## config.mk

```make
export PLATFORM = sky130hd
export DESIGN_NAME = intersection_phase_sched
export DESIGN_NICKNAME = d
export VERILOG_FILES = /design/src/rtl/intersection_phase_sched.sv
export SDC_FILE = /design/constraint.sdc
export NUM_CORES = 1
export LEC_CHECK = 0
export CAP_MARGIN = 15
export CORE_UTILIZATION = 56
export CTS_CLUSTER_SIZE = 25
export DETAILED_ROUTE_END_ITERATION = 10
export HOLD_SLACK_MARGIN = 0.08
export PLACE_DENSITY = 0.83
export SLEW_MARGIN = 25
export SYNTH_ARGS = -nofsm -noshare
export SYNTH_HDL_FRONTEND = slang
export SYNTH_SLANG_ARGS = --single-unit
```

## constraint.sdc

```tcl
create_clock -name clock -period 4.71 [get_ports clock]
set_input_delay 0.942 -clock clock [delete_from_list [all_inputs] [get_ports clock]]
set_output_delay 0.942 -clock clock [all_outputs]
set_load 0.01 [all_outputs]
```

## src/rtl/intersection_phase_sched.sv

```systemverilog
// Round-robin phase scheduler for a four-phase intersection.
// Each grant runs green -> yellow/flash -> all-red with min/max green limits.
module intersection_phase_sched #(
    parameter int MIN_GREEN   = 4,
    parameter int MAX_GREEN   = 12,
    parameter int PED_TIME    = 6,
    parameter int YELLOW_TIME = 2,
    parameter int ALLRED_TIME = 1
) (
    input  logic       clock,
    input  logic       reset,
    input  logic       up_req,
    input  logic       down_req,
    input  logic       turn_req,
    input  logic       ped_req,
    output logic       up_green,
    output logic       down_green,
    output logic       turn_green,
    output logic       pedestrian_green,
    output logic       up_yellow,
    output logic       down_yellow,
    output logic       turn_yellow,
    output logic       ped_flash,
    output logic [1:0] active_phase,
    output logic       idle
);

    localparam int T1   = (MAX_GREEN > PED_TIME) ? MAX_GREEN : PED_TIME;
    localparam int T2   = (YELLOW_TIME > ALLRED_TIME) ? YELLOW_TIME : ALLRED_TIME;
    localparam int TMAX = (T1 > T2) ? T1 : T2;
    localparam int TW   = $clog2(TMAX + 1);

    typedef enum logic [1:0] {
        S_ALLRED,
        S_GREEN,
        S_YELLOW
    } state_t;

    state_t        state_q, state_d;
    logic [TW-1:0] timer_q, timer_d;
    logic          clr_q, clr_d;
    logic [3:0]    pend_q, pend_d;
    logic [1:0]    rr_q, rr_d;
    logic [1:0]    phase_q, phase_d;

    logic [3:0] req, cand, own, others;
    logic [1:0] sel, idx;
    logic       found, cleared, veh_exit, ped_exit, green_exit;

    assign req    = {ped_req, turn_req, down_req, up_req};
    assign cand   = pend_q | req;
    assign own    = 4'b0001 << phase_q;
    assign others = cand & ~own;

    assign cleared  = clr_q || (timer_q == TW'(ALLRED_TIME - 1));
    assign ped_exit = (timer_q == TW'(PED_TIME - 1));
    assign veh_exit = (timer_q >= TW'(MIN_GREEN - 1)) &&
                      ((|others) || !req[phase_q] ||
                       (timer_q == TW'(MAX_GREEN - 1)));
    assign green_exit = (phase_q == 2'd3) ? ped_exit : veh_exit;

    // First candidate at or after the round-robin pointer, wrapping.
    always_comb begin
        sel   = 2'd0;
        found = 1'b0;
        idx   = 2'd0;
        for (int k = 0; k < 4; k++) begin
            idx = rr_q + 2'(k);
            if (!found && cand[idx]) begin
                sel   = idx;
                found = 1'b1;
            end
        end
    end

    always_comb begin
        state_d = state_q;
        timer_d = timer_q;
        clr_d   = clr_q;
        rr_d    = rr_q;
        phase_d = phase_q;
        pend_d  = pend_q | (req & ~((state_q == S_GREEN) ? own : 4'b0000));
        unique case (state_q)
            S_ALLRED: begin
                if (cleared && found) begin
                    state_d      = S_GREEN;
                    timer_d      = '0;
                    phase_d      = sel;
                    rr_d         = sel + 2'd1;
                    pend_d[sel]  = 1'b0;
                end else if (cleared) begin
                    clr_d = 1'b1;
                end else begin
                    timer_d = timer_q + 1'b1;
                end
            end
            S_GREEN: begin
                if (green_exit) begin
                    state_d = S_YELLOW;
                    timer_d = '0;
                end else begin
                    timer_d = timer_q + 1'b1;
                end
            end
            S_YELLOW: begin
                if (timer_q == TW'(YELLOW_TIME - 1)) begin
                    state_d = S_ALLRED;
                    timer_d = '0;
                    clr_d   = 1'b0;
                end else begin
                    timer_d = timer_q + 1'b1;
                end
            end
            default: begin
                state_d = S_ALLRED;
                timer_d = '0;
            end
        endcase
    end

    always_ff @(posedge clock) begin
        if (reset) begin
            state_q <= S_ALLRED;
            timer_q <= '0;
            clr_q   <= 1'b1;
            pend_q  <= 4'b0000;
            rr_q    <= 2'd0;
            phase_q <= 2'd0;
        end else begin
            state_q <= state_d;
            timer_q <= timer_d;
            clr_q   <= clr_d;
            pend_q  <= pend_d;
            rr_q    <= rr_d;
            phase_q <= phase_d;
        end
    end

    assign up_green         = (state_q == S_GREEN)  && (phase_q == 2'd0);
    assign down_green       = (state_q == S_GREEN)  && (phase_q == 2'd1);
    assign turn_green       = (state_q == S_GREEN)  && (phase_q == 2'd2);
    assign pedestrian_green = (state_q == S_GREEN)  && (phase_q == 2'd3);
    assign up_yellow        = (state_q == S_YELLOW) && (phase_q == 2'd0);
    assign down_yellow      = (state_q == S_YELLOW) && (phase_q == 2'd1);
    assign turn_yellow      = (state_q == S_YELLOW) && (phase_q == 2'd2);
    assign ped_flash        = (state_q == S_YELLOW) && (phase_q == 2'd3);
    assign active_phase     = phase_q;
    assign idle = (state_q == S_ALLRED) && clr_q && (pend_q == 4'b0000);

endmodule
```

==> reports/metrics.cfg <==
[status]
status=completed

[cts]
path_clk_slew_ns=0.10
cts_buffer_depth=2
tritoncts=built
cts_sinks=15
cts_setup_buffers=0
worstSkewPairLatency_ns=0.29
ctsHoldBuffers=0
cts_buffers=3
post_cts_resized=0
cts_root_buffer=clkbuf_4
htreeDepth=1

[setup_path]
start_kind=flop
cp_max_fo=9
crit_required_ns=3.77
crit_path_end_kind=output port
worstPathArrival_ns=1.81
critPathKind=flop to output port

[yosys]
yosysTopAreaCellShare_pct=28.8
async_flop_share_pct=0
synth_seq_area_share_pct=28.8
syn_area_um2=1040
avgSynthCellArea_um2=7.78
synth_cell_types=44
synth_top_cell_by_area=dfxtp_1
synth_nets=147
synth-seq-cells=15
synth_edf_count=0
syn_inst=134
synth_ff_type=dfxtp_1
yosys_warnings=0
synth_common_cells=dfxtp_1 (15), nor2_1 (15), a21oi_1 (11)
synth_area_leaders=dfxtp_1 (29%), ha_1 (8.4%), nor2_1 (5.4%)

[floorplanning]
io_pins=17
start_util_pct=60.4
die_h_um=45.1
dieArea_um2=2040
die-width_um=45.1
coreArea_um2=1730
rows=15

[timing]
final-setup-viol-count=0
slew_headroom_pct=62.2
timing.hold.ws_ns=0.526
rsz0062_at_grt=no
fin_tns_setup_ns=0
hold_viol_final=0
worst_pin_slew_ns=0.565
fin_skew_ns=0.00812
fmax_mhz=363
slew_viol_final=0
fin_ws_ns=1.96
fin_crit_ns=2.75
finalCritPeriodShare_pct=58.4

[placement]
place.gp.congestion=0.852
portBuffers=16
dp_hpwl_um=1800
dp_slack_ns=1.79

[global_routing]
grt_busiest_layer=met2
grt_pass1_vias=966
grt_pass1_wl_um=4260
grt_start_max_net_pins=16
grt_overflow=0
antenna_found_initial=0
met1_usage_pct=35.9
track_usage_pct=29.0
use_met2_pct=48.1
grt_use_met3_pct=9.20

[drt]
routedWlPerCell_um=13.9
routed_via_density=5.82
wl_um=2420
postRouteAntennaNets=0
drc_errors=0
dr.pass1.iters=6
drtIter0Drc=27
num_vias=1013

[power]
max-vdd-ir-drop_v=0.000323
leakage_uw=0.000475
powerDensity_nw_per_um2=535

[final_layout]
fillers=148
drive_above_1_share_pct=7.38
fin_nets=163
syn_to_final_growth_pct=18.0
antenna_cells=0

[job]
maxCapViolations=0

[hold_path]
min_path_type=flop to flop

==> through the flow <==
| step | power [uW] | area [um^2] | cells | utilization [%] |
|---|---|---|---|---|
| detailed placement | 578 | 1200 | 170 | 69.7 |
| global placement | 567 | 1200 | 170 | 69.7 |
| CTS | 655 | 1230 | 174 | 71.2 |
| global route | 719 | 1230 | 174 | 71.2 |
| floorplan | 468 | 1040 | 134 | - |
| finish | 658 | 1230 | 174 | 71.2 |
==> power breakdown <==
part           leakage [uW]  switching [uW]  internal, uW  total (uW)
Sequential         0.000124            64.1           166         230
Combinational      0.000336             189           163         352
Clock             0.0000150            43.6          33.0        76.6
==> cell families after synthesis <==
group           Yosys count  share of synthesized area (%)
fa+ha+maj                 7                           8.40
mux                       1                          0.960
simple gates             58                           30.6
flops                    15                           28.8
xor+xnor                  3                           2.52
buf+inv                  15                           6.48
compound gates           35                           22.2
==> final timing paths <==
| check | slack [ns] | start | depth (start not counted) | to |
|---|---|---|---|---|
| worst max register to register | 2.57 | timer_q[0] | 8 | clr_q |
| worst max-delay path | 1.96 | state_q[0] | 4 | up_green |
| worst min-delay path | 0.53 | timer_q[1] | 2 | timer_q[1] |
| worst min register to register | 0.53 | timer_q[1] | 2 | timer_q[1] |
==> cell type report <==
class	instances	area, um^2	area share [%]
Multi-Input combinational cell	104	674	54.8
Sequential cell	15	300	24.4
Timing Repair Buffer	16	160	13.0
Inverter	10	37.5	3.05
Tap cell	25	31.3	2.54
Clock buffer	4	26.3	2.14
==> layout by cell type, fill, tap and decap left out, drive strengths merged, types with 2 or more instances in the layout <==
master	synthesis	layout
dfxtp	15	15
nand2	10	10
a21oi	11	11
nand2b	4	4
nor3b	3	3
o21ai	6	6
o311ai	3	3
nor2b	4	4
or4	2	2
clkbuf	1	4
inv	10	10
xor2	2	2
nor2	16	16
nand3	2	2
nand4	2	2
or3	4	4
clkdlybuf4s50	0	16
o22ai	2	2
nor3	4	4
a211oi	5	5
o21a	2	2
ha	7	7
o31ai	2	2
==> state kept, by name (all words and copies together), names as in the netlist <==
register / count
state_q: 2
rr_q: 2
timer_q: 4
clr_q: 1
pend_q: 4
active_phase: 2
==> critical path, stage by stage (launching register included) <==
cell             delay [ns]
dfxtp_1                0.47
nand2_1                0.09
or3_1                  0.34
inv_1                  0.08
clkdlybuf4s50_1        0.54
==> routing by layer <==
layer  up-vias  routed length, um
met2        28               1170
met1       475               1090
met4         0                 14
li1        506                  -
met3         4                143
met5         -                  0
No activity file was read; power rests on OpenSTA's default activity.
